File: src/rtl/ebi_link_master.sv
// EBI link master: queues L2 line requests, serialises them onto the half-duplex
// EBI pad bus, waits for a response header with timeout/retry, deserialises read
// data and hands completions back to the L2 side in request order.
`default_nettype none

module ebi_link_master #(
    parameter int unsigned EBI_WIDTH   = 16,
    parameter int unsigned PADDR_WIDTH = 32,
    parameter int unsigned LINE_WIDTH  = 512,
    parameter int unsigned ID_WIDTH    = 2,
    parameter int unsigned DEPTH       = 4,
    parameter int unsigned TURNAROUND  = 2,
    parameter int unsigned TIMEOUT     = 64,
    parameter int unsigned MAX_RETRY   = 2
) (
    input  logic                   clk,
    input  logic                   rst,
    input  logic                   req_valid,
    output logic                   req_ready,
    input  logic                   req_write,
    input  logic [ID_WIDTH-1:0]    req_id,
    input  logic [PADDR_WIDTH-1:0] req_addr,
    input  logic [LINE_WIDTH-1:0]  req_data,
    output logic                   rsp_valid,
    input  logic                   rsp_ready,
    output logic [ID_WIDTH-1:0]    rsp_id,
    output logic                   rsp_write,
    output logic                   rsp_err,
    output logic [LINE_WIDTH-1:0]  rsp_data,
    input  logic [EBI_WIDTH-1:0]   ebi_i,
    output logic [EBI_WIDTH-1:0]   ebi_o,
    output logic [EBI_WIDTH-1:0]   ebi_oen,
    output logic                   busy
);

    localparam int unsigned ADDR_BEATS = (PADDR_WIDTH + EBI_WIDTH - 1) / EBI_WIDTH;
    localparam int unsigned DATA_BEATS = LINE_WIDTH / EBI_WIDTH;
    localparam int unsigned ADDR_EXT_W = ADDR_BEATS * EBI_WIDTH;
    localparam int unsigned RD_BEATS   = 1 + ADDR_BEATS;
    localparam int unsigned WR_BEATS   = 1 + ADDR_BEATS + DATA_BEATS;
    localparam int unsigned CNT_MAX_A  = (TIMEOUT > WR_BEATS) ? TIMEOUT : WR_BEATS;
    localparam int unsigned CNT_MAX    = (CNT_MAX_A > TURNAROUND) ? CNT_MAX_A : TURNAROUND;
    localparam int unsigned CNT_W      = $clog2(CNT_MAX + 1);
    localparam int unsigned PTR_W      = $clog2(DEPTH);
    localparam int unsigned LVL_W      = $clog2(DEPTH + 1);
    localparam int unsigned RETRY_W    = (MAX_RETRY < 1) ? 1 : $clog2(MAX_RETRY + 1);

    typedef struct packed {
        logic                   write;
        logic [ID_WIDTH-1:0]    id;
        logic [PADDR_WIDTH-1:0] addr;
        logic [LINE_WIDTH-1:0]  data;
    } req_t;

    typedef enum logic [2:0] {
        S_IDLE,
        S_TURN,
        S_SEND,
        S_WAIT,
        S_RECV,
        S_RESP
    } state_t;

    req_t                 q_mem [DEPTH];
    logic [PTR_W-1:0]     wr_ptr_q;
    logic [PTR_W-1:0]     rd_ptr_q;
    logic [LVL_W-1:0]     level_q;
    logic [LVL_W-1:0]     level_d;
    logic                 push;
    logic                 pop;
    req_t                 head;

    state_t               state_q;
    state_t               state_d;
    logic [CNT_W-1:0]     cnt_q;
    logic [CNT_W-1:0]     cnt_d;
    logic [RETRY_W-1:0]   retry_q;
    logic [RETRY_W-1:0]   retry_d;
    logic                 err_q;
    logic                 err_d;
    logic [CNT_W-1:0]     last_beat;

    logic                 hdr_marker;
    logic [3:0]           hdr_status;
    logic [ID_WIDTH-1:0]  hdr_id;

    logic [CNT_W-1:0]     tx_idx;
    logic [ADDR_EXT_W-1:0] addr_ext;
    logic [EBI_WIDTH-1:0] tx_word;

    assign push       = req_valid && req_ready;
    assign pop        = rsp_valid && rsp_ready;
    assign head       = q_mem[rd_ptr_q];
    assign hdr_marker = ebi_i[EBI_WIDTH-1];
    assign hdr_status = ebi_i[3:0];
    assign hdr_id     = ebi_i[4 +: ID_WIDTH];
    assign last_beat  = head.write ? CNT_W'(WR_BEATS - 1) : CNT_W'(RD_BEATS - 1);
    assign addr_ext   = ADDR_EXT_W'(head.addr);

    // Queue occupancy after this cycle's push/pop
    always_comb begin
        level_d = level_q;
        case ({push, pop})
            2'b10:   level_d = level_q + LVL_W'(1);
            2'b01:   level_d = level_q - LVL_W'(1);
            default: level_d = level_q;
        endcase
    end

    // Queue storage; contents are only meaningful between the pointers
    always_ff @(posedge clk) begin
        if (push) begin
            q_mem[wr_ptr_q] <= '{write: req_write, id: req_id, addr: req_addr, data: req_data};
        end
    end

    // Queue pointers and occupancy; the head stays in place until its completion is taken
    always_ff @(posedge clk) begin
        if (rst) begin
            wr_ptr_q <= '0;
            rd_ptr_q <= '0;
            level_q  <= '0;
        end else begin
            if (push) begin
                wr_ptr_q <= wr_ptr_q + PTR_W'(1);
            end
            if (pop) begin
                rd_ptr_q <= rd_ptr_q + PTR_W'(1);
            end
            level_q <= level_d;
        end
    end

    // Next-state logic for the link sequencer
    always_comb begin
        state_d = state_q;
        cnt_d   = cnt_q;
        retry_d = retry_q;
        err_d   = err_q;
        case (state_q)
            S_IDLE: begin
                if (level_q != '0) begin
                    state_d = S_TURN;
                    cnt_d   = '0;
                    err_d   = 1'b0;
                end
            end
            S_TURN: begin
                if (cnt_q == CNT_W'(TURNAROUND - 1)) begin
                    state_d = S_SEND;
                    cnt_d   = '0;
                end else begin
                    cnt_d = cnt_q + CNT_W'(1);
                end
            end
            S_SEND: begin
                if (cnt_q == last_beat) begin
                    state_d = S_WAIT;
                    cnt_d   = '0;
                end else begin
                    cnt_d = cnt_q + CNT_W'(1);
                end
            end
            S_WAIT: begin
                // A header in the final timeout cycle still wins over a retry
                if (hdr_marker) begin
                    err_d = (hdr_status != 4'd0) || (hdr_id != head.id);
                    cnt_d = '0;
                    if (!head.write && (hdr_status == 4'd0)) begin
                        state_d = S_RECV;
                    end else begin
                        state_d = S_RESP;
                    end
                end else if (cnt_q == CNT_W'(TIMEOUT - 1)) begin
                    cnt_d = '0;
                    if (retry_q < RETRY_W'(MAX_RETRY)) begin
                        retry_d = retry_q + RETRY_W'(1);
                        state_d = S_TURN;
                    end else begin
                        err_d   = 1'b1;
                        state_d = S_RESP;
                    end
                end else begin
                    cnt_d = cnt_q + CNT_W'(1);
                end
            end
            S_RECV: begin
                if (cnt_q == CNT_W'(DATA_BEATS - 1)) begin
                    state_d = S_RESP;
                    cnt_d   = '0;
                end else begin
                    cnt_d = cnt_q + CNT_W'(1);
                end
            end
            S_RESP: begin
                if (rsp_ready) begin
                    state_d = S_IDLE;
                    retry_d = '0;
                    err_d   = 1'b0;
                end
            end
            default: begin
                state_d = S_IDLE;
                cnt_d   = '0;
            end
        endcase
    end

    assign tx_idx = (state_d == S_SEND) ? cnt_d : '0;

    // Beat to drive next: header, address beats low first, then data beats low first
    always_comb begin
        tx_word = '0;
        if (tx_idx == '0) begin
            tx_word[EBI_WIDTH-1]     = 1'b1;
            tx_word[3:0]             = {3'b000, head.write};
            tx_word[4 +: ID_WIDTH]   = head.id;
        end else if (tx_idx <= CNT_W'(ADDR_BEATS)) begin
            tx_word = addr_ext[(32'(tx_idx) - 32'd1) * EBI_WIDTH +: EBI_WIDTH];
        end else begin
            tx_word = head.data[(32'(tx_idx) - 32'd1 - ADDR_BEATS) * EBI_WIDTH +: EBI_WIDTH];
        end
    end

    // Sequencer state and registered outputs, all taken from the next-state view
    always_ff @(posedge clk) begin
        if (rst) begin
            state_q   <= S_IDLE;
            cnt_q     <= '0;
            retry_q   <= '0;
            err_q     <= 1'b0;
            req_ready <= 1'b1;
            rsp_valid <= 1'b0;
            rsp_id    <= '0;
            rsp_write <= 1'b0;
            rsp_err   <= 1'b0;
            rsp_data  <= '0;
            ebi_o     <= '0;
            ebi_oen   <= '1;
            busy      <= 1'b0;
        end else begin
            state_q   <= state_d;
            cnt_q     <= cnt_d;
            retry_q   <= retry_d;
            err_q     <= err_d;
            req_ready <= (level_d != LVL_W'(DEPTH));
            rsp_valid <= (state_d == S_RESP);
            rsp_id    <= (state_d == S_RESP) ? head.id : '0;
            rsp_write <= (state_d == S_RESP) && head.write;
            rsp_err   <= (state_d == S_RESP) && err_d;
            ebi_o     <= (state_d == S_SEND) ? tx_word : '0;
            ebi_oen   <= (state_d == S_SEND) ? '0 : '1;
            busy      <= (state_d != S_IDLE) || (level_d != '0);
            // Read data lands only for a clean header; mismatched reads drain silently
            if (pop) begin
                rsp_data <= '0;
            end else if ((state_q == S_RECV) && !err_q) begin
                rsp_data[32'(cnt_q) * EBI_WIDTH +: EBI_WIDTH] <= ebi_i;
            end
        end
    end

endmodule

`default_nettype wire

File: config.mk
export PLATFORM = sky130hd
export DESIGN_NAME = ebi_link_master
export DESIGN_NICKNAME = d
export VERILOG_FILES = /design/src/rtl/ebi_link_master.sv
export SDC_FILE = /design/constraint.sdc
export NUM_CORES = 2
export LEC_CHECK = 0
export CAP_MARGIN = 20
export CORE_MARGIN = 4
export CORE_UTILIZATION = 30
export CTS_CLUSTER_DIAMETER = 200
export CTS_CLUSTER_SIZE = 10
export DETAILED_ROUTE_END_ITERATION = 16
export GPL_TIMING_DRIVEN = 0
export PLACE_DENSITY_LB_ADDON = 0.3
export SLEW_MARGIN = 20
export SYNTH_ARGS = -nofsm -noshare
export SYNTH_HDL_FRONTEND = slang
export SYNTH_SLANG_ARGS = --single-unit
File: constraint.sdc
create_clock -name clk -period 19.1 [get_ports clk]
set_input_delay 2.865 -clock clk [delete_from_list [all_inputs] [get_ports clk]]
set_output_delay 2.865 -clock clk [all_outputs]
set_load 0.05 [all_outputs]
==> flow_summary_export.csv <==
group,metric,value,unit
cts,post-cts-setup-buffer-count,0,
synth,postSynthAreaPerCell,17.6,um^2
global_routing,grt_max_degree,44,
pwr,seqPwrFrac,50.8,%
setup_path,cp-end-kind,"register",
synth,synthFlopType,"edfxtp_1",
timing,fmax,88.4,MHz
cells_and_area,nNetsFinal,7981,
synth,ys_ff_latch,2746,
setup_path,cp_max_fo,12,
run_status,outcome,"finished clean",
pwr,p_sw_share,23.8,%
place,gp_congestion,0.945,
synth,async_flop_share,0,%
place,io_buffers,1111,
setup_path,startpoint,"ebi_i[15]",
cts,cts_buffer_depth,4,
setup_path,crit_buf_inv,13,
synth,syn-instance-count,5901,
setup_path,crit_type,"in2reg",
synth,synth_seq_area_share,73.8,%
drt,drtAntennaViolNets,0,
timing,final-setup-viol-count,0,
setup_path,cp_top_family,"buffers and inverters",
setup_path,cp-start-kind,"input pin",
pwr,power_switching,3150,uW
drt,routedWlPerCell,32.1,um
timing,fin_skew,66.2,ps
cts,cts_tree,"yes",
cells_and_area,stdcell_count,12117,
timing,tns,0,ps
cts,h-tree-depth,5,
global_routing,overflow,0,
cells_and_area,final_cell_mix,"edfxtp_1, clkdlybuf4s50_1, nor2_1, mux4_2, dfxtp_1",
cts,clk_latency,930,ps
pwr,peakVddDrop,0.0000756,V
cts,path_clk_slew,60,ps
synth,synth_edf_count,2188,
die,die_y,597,um
die,initial_core_util,30.1,%
timing,worst_pin_slew,1170,ps
setup_path,cpPeakStageDelay,870,ps
setup_path,crit_path_frequent_cell,"buf_2",
cells_and_area,drive_above_1_share,17.0,%
synth,synth_cell_types,77,
place,post-dp-hpwl,292,mm
cts,cts.repair.resized,0,
global_routing,first_global_vias,62458,
cells_and_area,synthToLayoutAreaGrowth,26.4,%
pwr,powerDensity,101,mW/mm^2
synth,synth_top_area_share,63.1,%
setup_path,path_cells,"clkdlybuf4s50_1 -> buf_2 -> or4b_1 -> o311ai_1 -> o31ai_1 -> a211o_1 -> nand2b_4 -> buf_6 -> buf_6 -> buf_6 -> buf_2 -> buf_2 -> ha_1 -> clkbuf_1 -> clkbuf_1 -> buf_2 -> clkbuf_2 -> buf_16 -> clkbuf_2 -> mux2i_1 -> o21ai_1 -> mux2_2 -> o2bb2ai_1",
cells_and_area,final_core_util,38.1,%
cells_and_area,fin_area,0.132,mm^2
cts,numCtsBuffers,312,
global_routing,grt_pass1_wl,526,mm
die,io_pins,1118,
pwr,p_int,10100,uW
drt,first_pass_iters,9,
drt,drcViolationCount,0,
cells_and_area,final_common_cell,"edfxtp_1",
drt,vias,61647,
worst_hold_path,hold_start,"rsp_data[15]",
drt,drt_iter0_drc,5392,
timing,fin_crit_sh,59.2,%
die,std_cell_rows,216,
timing,rsz0062_at_grt,"false",
die,fp.dieArea,0.357,mm^2
synth,yosys.area.top_type,"edfxtp_1",
place,placed_cell_area,0.123,mm^2
worst_hold_path,min_path_type,"reg2reg",
pwr,p_clk_share,40.4,%
job,drv_cap,0,
global_routing,track_usage,21.2,%
synth,synthTopCellsByArea,"edfxtp_1, mux4_2, dfxtp_1, nor2_1, a21oi_1",
setup_path,worstPathRequired,19880,ps
timing,hold_violations,0,
pwr,p_total,13300,uW
pwr,power.leakage,0.0410,uW
die,fp.dieW,597,um
pwr,pwr-share-comb,8.8,%
drt,via_per_inst,5.09,
synth,syn_area,0.104,mm^2
place,place_inst,11662,
global_routing,grt_antenna_before_repair,202,
cts,clock-root-buffer,"clkbuf_16",
die,core,0.346,mm^2
synth,yosys_warnings,0,
timing,slew_violations,0,
timing,slew-limit-headroom,22.3,%
synth,synth_nets,6483,
setup_path,crit_slowest_cell,"mux2i_1",
cts,clock-sinks,2746,
setup_path,arrival,12090,ps
drt,routed_wl,389,mm
cts,postCtsHoldBufs,0,
timing,fin_crit,11310,ps
metrics by stage:
step                hold slack [ps]  setup slack (ps)
CTS                             458              7380
detailed placement              448              6390
floorplan                       469              2810
global route                    484              7400
finish                          459              7790
global placement                446            -10330
layer usage:
layer  GRT usage, %  share of wire (%)
met1           24.3                 36
met2           36.5                 50
met3           6.54                8.8
met4           9.27                5.1
met5              0               0.25
synthesized netlist by cell type (3+ instances only):
master / instances
edfxtp_1: 2188
nor2_1: 771
mux4_2: 690
dfxtp_1: 558
a21oi_1: 533
clkbuf_1: 334
nor3_1: 269
nand2_1: 184
mux2i_1: 34
mux2_2: 30
nand3_1: 30
buf_4: 23
o21ai_0: 18
inv_1: 17
buf_1: 15
buf_2: 15
ha_1: 14
and3_1: 12
o2bb2ai_1: 12
nor2b_1: 11
a31oi_1: 9
and2_1: 9
nor4_1: 9
xor2_1: 9
o21ai_1: 8
xnor2_1: 8
a211oi_1: 6
buf_6: 5
nand2b_1: 5
o31ai_1: 4
nand3b_1: 3
o21a_1: 3
o221ai_1: 3
o31a_1: 3
or2_2: 3
cell type report:
type	count	area [um^2]
fillers	31847	214000
flip-flops and latches	2746	76900
multi-input cells	2745	25600
repair buffers	1184	12900
clock buffers	378	8140
well taps	4578	5730
plain buffers	392	1710
clock inverters	24	468
diodes	52	130
inverters	18	67.6
power groups by stage:
stage          clock network [uW]  registers (uW)  logic [uW]
2_1_floorplan                   0            6990         523
3_3_place_gp                    0            7130        1130
3_5_place_dp                    0            6860        1200
4_1_cts                      5500            6740        1200
5_1_grt                      5750            6750        1240
6_report                     5360            6740        1170
final timing paths:
check | slack, ps | depth (start not counted) | to
max | 7790 | 23 | ebi_o[13]
min | 460 | 2 | rsp_data[15]
max reg2reg | 9510 | 22 | ebi_o[13]
min reg2reg | 460 | 2 | rsp_data[15]
worst reg2reg max path, cell delays in order (launching register included):
cell and delay [ps]:
dfxtp_1 300, clkbuf_1 570, mux4_2 530, xnor2_2 190
o31ai_1 390, a211o_1 320, nand2b_4 190, buf_6 240
buf_6 290, buf_6 250, buf_2 520, buf_2 670
ha_1 270, clkbuf_1 630, clkbuf_1 860, buf_2 630
clkbuf_2 490, buf_16 200, clkbuf_2 560, mux2i_1 880
o21ai_1 110, mux2_2 300, o2bb2ai_1 120
sequential cells by signal, indices dropped and copies added (netlist names), 2 cells and up, named ones only:
register / cells
ebi_o: 16
wr_ptr_q: 2
rsp_data: 512
rd_ptr_q: 2
retry_q: 2
state_q: 3
rsp_id: 2
cnt_q: 7
q_mem: 2188
level_q: 3
cells by family (layout without fill, tap and decap cells):
group                      Yosys count  after routing  share of synthesized area (%)
xor gates and xnor gates            19             19                          0.174
and+or+nand+nor                   1327           1327                           5.38
AOI/OAI and AO/OA                  629            629                           3.25
other                                0             52                              0
buffers and inverters              410           1996                           1.61
adders and majority gates           15             15                          0.187
muxes                              755            755                           15.6
DFF                               2746           2746                           73.8
No activity file was read; power rests on OpenSTA's default activity.
